==> src/rtl/instruction_fetcher.sv <==
// instruction_fetcher: PC tracking, one-outstanding word fetch and an instruction queue feeding the decoder.
// Optional IF_JAL_PREDICT_EN: steer fetch to the target of JAL words using their J-immediate.
module instruction_fetcher #(
  parameter int          QUEUE_DEPTH_LOG = 3,
  parameter logic [31:0] RESET_PC        = 32'h0
) (
  input  logic        clk,
  input  logic        rst,
  input  logic        rdy,
  output logic        mem_req,
  output logic [31:0] mem_addr,
  input  logic        mem_valid,
  input  logic [31:0] mem_inst,
  input  logic        flush,
  input  logic [31:0] flush_pc,
  output logic        inst_valid,
  output logic [31:0] inst_out,
  output logic [31:0] inst_pc,
  input  logic        inst_ready,
  output logic [1:0]  dbg_state
);
  // Handshakes: the decoder side pops when inst_valid && inst_ready on a cycle
  // with rdy=1 and no flush; the memory side holds mem_req/mem_addr as a level
  // until the single mem_valid strobe answers it.

  localparam int DEPTH = 1 << QUEUE_DEPTH_LOG;
  localparam int FW    = QUEUE_DEPTH_LOG + 2;

  typedef enum logic [1:0] {
    S_IDLE = 2'd0,
    S_WAIT = 2'd1,
    S_DROP = 2'd2
  } state_t;

  state_t                     state;
  state_t                     state_next;
  logic [31:0]                pc;
  logic [31:0]                next_pc;
  logic [31:0]                q_inst [DEPTH];
  logic [31:0]                q_pc   [DEPTH];
  logic [QUEUE_DEPTH_LOG-1:0] head;
  logic [QUEUE_DEPTH_LOG-1:0] tail;
  logic [QUEUE_DEPTH_LOG:0]   count;
  logic                       push;
  logic                       pop;
  logic                       space;
  logic [FW-1:0]              fill_next;
  logic                       req_next;
  logic [31:0]                addr_next;

  assign inst_valid = (count != '0);
  assign inst_out   = q_inst[head];
  assign inst_pc    = q_pc[head];
  assign dbg_state  = state;

  assign push      = rdy && !flush && (state == S_WAIT) && mem_valid;
  assign pop       = rdy && !flush && inst_valid && inst_ready;
  assign fill_next = {1'b0, count} + FW'(push) - FW'(pop);
  assign space     = fill_next < FW'(DEPTH);

`ifdef IF_JAL_PREDICT_EN
  logic [31:0] j_imm;
  assign j_imm   = {{12{mem_inst[31]}}, mem_inst[19:12], mem_inst[20], mem_inst[30:21], 1'b0};
  assign next_pc = (mem_inst[6:0] == 7'b1101111) ? pc + j_imm : pc + 32'd4;
`else
  assign next_pc = pc + 32'd4;
`endif

  always_ff @(posedge clk) begin
    if (rst) begin
      state <= S_IDLE;
    end else if (rdy) begin
      state <= state_next;
    end
  end

  // A flush never cancels a request already on the bus: it is drained in DROP.
  always_comb begin
    state_next = state;
    if (flush) begin
      case (state)
        S_WAIT:  state_next = mem_valid ? S_IDLE : S_DROP;
        S_DROP:  state_next = mem_valid ? S_IDLE : S_DROP;
        default: state_next = S_IDLE;
      endcase
    end else begin
      case (state)
        S_IDLE:  if (space) state_next = S_WAIT;
        S_WAIT:  if (mem_valid && !space) state_next = S_IDLE;
        S_DROP:  if (mem_valid) state_next = S_IDLE;
        default: state_next = S_IDLE;
      endcase
    end
  end

  always_comb begin
    req_next  = mem_req;
    addr_next = mem_addr;
    if (state_next == S_IDLE) begin
      req_next = 1'b0;
    end else if (!flush && state == S_IDLE) begin
      req_next  = 1'b1;
      addr_next = pc;
    end else if (!flush && state == S_WAIT && mem_valid) begin
      req_next  = 1'b1;
      addr_next = next_pc;
    end
  end

  always_ff @(posedge clk) begin
    if (rst) begin
      pc       <= RESET_PC;
      mem_req  <= 1'b0;
      mem_addr <= RESET_PC;
      head     <= '0;
      tail     <= '0;
      count    <= '0;
    end else if (rdy) begin
      mem_req  <= req_next;
      mem_addr <= addr_next;
      if (flush) begin
        pc    <= flush_pc;
        head  <= '0;
        tail  <= '0;
        count <= '0;
      end else begin
        if (push) pc <= next_pc;
        if (push) tail <= tail + 1'b1;
        if (pop)  head <= head + 1'b1;
        count <= fill_next[QUEUE_DEPTH_LOG:0];
      end
    end
  end

  always_ff @(posedge clk) begin
    if (push) begin
      q_inst[tail] <= mem_inst;
      q_pc[tail]   <= pc;
    end
  end

endmodule

==> config.mk <==
export PLATFORM = sky130hd
export DESIGN_NAME = instruction_fetcher
export DESIGN_NICKNAME = d
export VERILOG_FILES = /design/src/rtl/instruction_fetcher.sv
export SDC_FILE = /design/constraint.sdc
export NUM_CORES = 1
export LEC_CHECK = 0
export ABC_AREA = 1
export CAP_MARGIN = 20
export CORE_MARGIN = 4
export CORE_UTILIZATION = 60
export DETAILED_ROUTE_END_ITERATION = 16
export HOLD_SLACK_MARGIN = 0.02
export PLACE_DENSITY_LB_ADDON = 0.08
export REMOVE_ABC_BUFFERS = 1
export SKIP_LAST_GASP = 1
export SLEW_MARGIN = 15
export SYNTH_ARGS = -nofsm -noshare
export SYNTH_HDL_FRONTEND = slang
export SYNTH_SLANG_ARGS = --single-unit
==> constraint.sdc <==
create_clock -name clk -period 15.41 [get_ports clk]
set_input_delay 3.082 -clock clk [delete_from_list [all_inputs] [get_ports clk]]
set_output_delay 3.082 -clock clk [all_outputs]
set_load 0.05 [all_outputs]
[Word level (Yosys, flattened, before mapping)]
Memories as Yosys holds them, arrays and structs flattened. A register that Yosys moved wholly into a read port is not among the register bits.
Cells that the tools add are included.
Storage, ports and cells
  register bits: 77
  memories: 2
  word-level logic and storage cells: 66
  output and inout bits: 100
  input port bits: 70
  RAM bits: 512
Memories
  q_inst: depth 8, width 32, read ports 1, clocked after Yosys merged registers in 1, wr ports 1, line 39  | logic [31:0] q_inst [DEPTH];
  q_pc: depth 8, width 32, read ports 1, clocked after Yosys merged registers in 1, wr ports 1, line 40  | logic [31:0] q_pc [DEPTH];
Operators by class
  add/sub/neg operators: 5
  bitwise operators: 1
  reduce and logical (&&, ||, !) cells: 23
  $lt $le $gt $ge: 1
  equal/unequal tests: 2
  multiplexer cells: 25
Operators with widths (count)
  32-bit 2-to-1 mux: 4
  32-bit by 3-bit adder with 32-bit output (second input constant): 1
  3-bit 2-to-1 mux: 8
  2-bit 2-to-1 mux: 6
  1-bit logical AND: 9
  3-bit by 1-bit adder with 3-bit output (second input constant): 2
  2-bit one-hot mux with 3 select lines: 1
  2-bit AND reduction: 3
  2-bit nonzero test: 3
  4-bit by 1-bit adder with 5-bit output: 1
  5-bit by 4-bit < comparator with 1-bit output (second input constant): 1
  1-bit 2-to-1 mux: 5
  5-bit by 1-bit subtractor with 5-bit output: 1
  2-bit zero test: 2
  4-bit 2-to-1 mux: 1
  4-bit nonzero test: 1
  3-bit AND reduction: 1
  3-bit nonzero test: 1
  2-bit by 1-bit equality test with 1-bit output (second input constant): 1
  2-bit equality test (second input constant): 1
  1-bit zero test: 2
  2-bit OR reduction: 1
  1-bit NOT: 1

[Logic depth before layout (Yosys ltp)]
  word-level depth: 15
  mapped depth: 24
  depth with buffers taken out: 23

[Least setup slack after synthesis]
No wires, ideal clock.
  kind: input -> register
  from: input rdy
  to: memory q_inst[7][0], enable pin
  buffers on the path: 1
  data arrival time: 8.121 ns
  required time: 14.845 ns
  setup time: 0.565 ns
  slack: 6.724 ns
  stages on the path: 7
  cells stage by stage: inv_2 nor2_4 nand3_2 inv_2 buf_2 nand2_1 nor3_1
On the way
  word-level cells in the longest chain between the ends: 5
Ends and longest elaborated chain
  start, declared: line 9  | input logic rdy,
  1-bit logical AND (3 in series): line 56  | assign push = rdy && !flush && (state == S_WAIT) && mem_valid;
  1-bit 2-to-1 mux: line 136  | if (push) begin
  1-bit 2-to-1 mux (not written as such): line 137  | q_inst[tail] <= mem_inst;
  end, declared: line 39
Every way passes these cells.

==> impl_results.md <==
- Status: completed
- Routed vias/inst: 5.86
- Leakage: around 9.8 nW
- # port buffers: 169
- First DRT Iteration DRCs: 1585
- Yosys warning count: 0
- Max cap viols: 0
- Most frequent cell after synthesis: nor2_1
- CTS H-tree lvls: 2
- Multi-input gate area: around 6600 um2
- Post-cts sizing count: 0
- # setup viols final: 0
- Routed WL: 57800 um
- Worst Clk Skew: around 0.025 ns
- Placed Cells: 2754
- Synthesized instance count: 2172
- IO Count: 170
- Largest net degree at the start of global routing: 149
- Clock tree sinks: just under 600
- CTS max path bufs: 3
- Cell mode on critical path: buf_4
- Setup bufs post-CTS: 0
- Vias in the first global route: 16.1k
- Stages on the worst setup path: 7
- DR vias: around 17k
- Starting density of the core: 61.0%
- Finished Layout Cells: 2858
- Final GP Congestion: 0.905
- Number of enable flip-flop cells after synthesis: 512
- Worst Hold Depth: 2
- Share of layout cells above drive strength 1: approximately 6.3%
- Core area: 40000 um2
- Hold-fix buffers at CTS: 0
- CP cell instances: buf_4 -> buf_4 -> o21ai_0 -> o22ai_1 -> nor2_1 -> a31oi_1 -> clkdlybuf4s50_1
- Post-synth top area share: 63.0%
- Max-slew headroom: 25.0%
- Worst-path clk slew: 0.06 ns
- Area contributors post-synth: edfxtp_1 (63%), nor2_1 (8.5%), dfxtp_1 (6.6%)
- Cell taking the most area after synthesis: edfxtp_1
- Critical Path Max Stage Delay: 0.94 ns
- Post-Route Utilization: 70.4%
- Tightest Hold Check Type: register to register
- Total CTS buffers: between 50 and 60
- Die W: 210 um
- Sequential fraction of the synthesis area: 69.6%
- Post-synth top flop: edfxtp_1
- R2R cell count: 23
- Fmax: roughly 120 MHz
- Global-route usage over all layers: 26.0%
- Antenna violations before repair: 5
- Critical path capture point type: output port
- Hold slack: 0.485 ns
- Pre-antenna DRT Iters: 5
- Count of different cell masters after synthesis: a little over 40
- Critical path startpoint category: register
- Die height: 210 um
- Die area: 43900 um2
- Worst Path Required: 12.33 ns
- RSZ-0062 raised after global routing: no
- Global route total overflow: 0
- Mapped Area: 24400 um2
- Top cells by count, synth: nor2_1 (550), edfxtp_1 (512), o21ai_0 (316), nand2_1 (175), dfxtp_1 (80)
- Tmin final: 8.33 ns
- Setup TNS: 0 ns
- Worst Max-Slew Pin Slew: 1.13 ns
- Hpwl dp: approximately 31000 um
- DRC violations left: 0
- Post-route ant nets: 0
- Nets: 2374
- Crit path buf inv count: 3
- Worst Setup Path Type: register to output port
- Slowest-stage cell, CP: buf_4
- Clock Root Buffer: clkbuf_16
- VDD IR max: 0.0852 mV
- Global-route wire length before repair: about 90000 um
- Final Hold Viols: 0
- Post-layout power: ~0.0033 W
- Worst EP arrival: 5.25 ns
- Tcrit/Tclk final: 54.0%
- Clock Latency Late Sink: 0.61 ns
- PD cells: 116 nW/um2
- Max FO, Critical Path: around 110
- Yosys reg bits: 592
- # rows: 73
- Routed WL per cell: 20.2 um
- TritonCTS clock tree: built
- CP top delay family: buffers and inverters
- Area added between synthesis and finish: 15.4%
- Avg Cell Area, Syn: 11.2 um2
- Fillers: 2862
- Async set-reset flop share out of synthesis: 0%
- FF+latch area: 17000 um2
- Fin. max-slew vios: 0
==> worst register-to-register path, delay by kind of cell (launching register included) <==
family	cells	cell delay (ns)
fa+ha+maj	4	0.98
buf+inv	2	0.12
simple gates	17	2.19
flops	1	0.35
==> final cells by class <==
cell class              count  share of cell area, %
well taps                 525                   2.33
diodes                      1                0.00889
multi-input cells        1374                   23.5
flip-flops and latches    592                   60.3
inverters                  76                   1.05
clock buffers              71                   5.40
clock inverters            31                  0.871
repair buffers            188                   6.54
==> registers in the layout (all words and copies together), names as in the netlist, named ones only <==
register / cells
mem_req: 1
tail: 3
pc: 32
q_inst: 256
mem_addr: 32
dbg_state: 2
q_pc: 256
count: 4
head: 3
==> routing by layer <==
metal,GRT usage [%],vias to the layer above,part of all wire [%]
li1,-,7911,-
met1,36.2,8073,42
met2,42.1,628,48
met3,4.98,124,7.2
met4,8.24,8,2.8
met5,0,-,0.076
==> cells by family after synthesis <==
| group | after synthesis | synth area share (%) |
|---|---|---|
| fa+ha+maj | 14 | 0.749 |
| mux | 1 | 0.0410 |
| simple gates | 802 | 13.5 |
| buf+inv | 206 | 3.56 |
| xor+xnor | 21 | 0.754 |
| compound gates | 536 | 11.8 |
| flops | 592 | 69.6 |
==> power breakdown <==
group	total (W)	switching [W]	leakage [nW]	internal, W
Combinational	0.000144	0.0000934	3.61	0.0000502
Clock	0.00133	0.000566	0.863	0.000761
Sequential	0.00178	0.0000263	5.35	0.00176
==> cells in the final DEF (no fill, tap or decap), drive strengths merged <==
master           n
nand2          183
clkinvlp         1
a211oi           1
clkdlybuf4s50  169
clkinv          25
nand3           30
or2              1
nor3            15
edfxtp         512
nand4            6
xor2            20
diode            1
a31oi           66
o21ai          325
nor2           562
nand3b           5
fa               1
bufinv           4
ha              13
o211ai           1
dfxtp           80
mux2i            1
o21bai           2
clkbuf          71
xnor2            1
inv             77
buf             19
o22ai           78
a21oi           63
==> final timing paths <==
path / startpoint / end / slack [ns]
max: register / inst_pc[24] / 7.08
min: head[2] / register / 0.48
max reg2reg: count[2] / mem_addr[10] / 11.64
min reg2reg: head[2] / register / 0.48
==> through the flow <==
step / area [um2] / worst slack (ns)
floorplan: 23800 / 2.09
global placement: 26400 / 7.77
detailed placement: 26400 / 7.76
CTS: 28100 / 7.08
global route: 28200 / 6.80
finish: 28200 / 7.08
(Power assumes the default switching activity.)
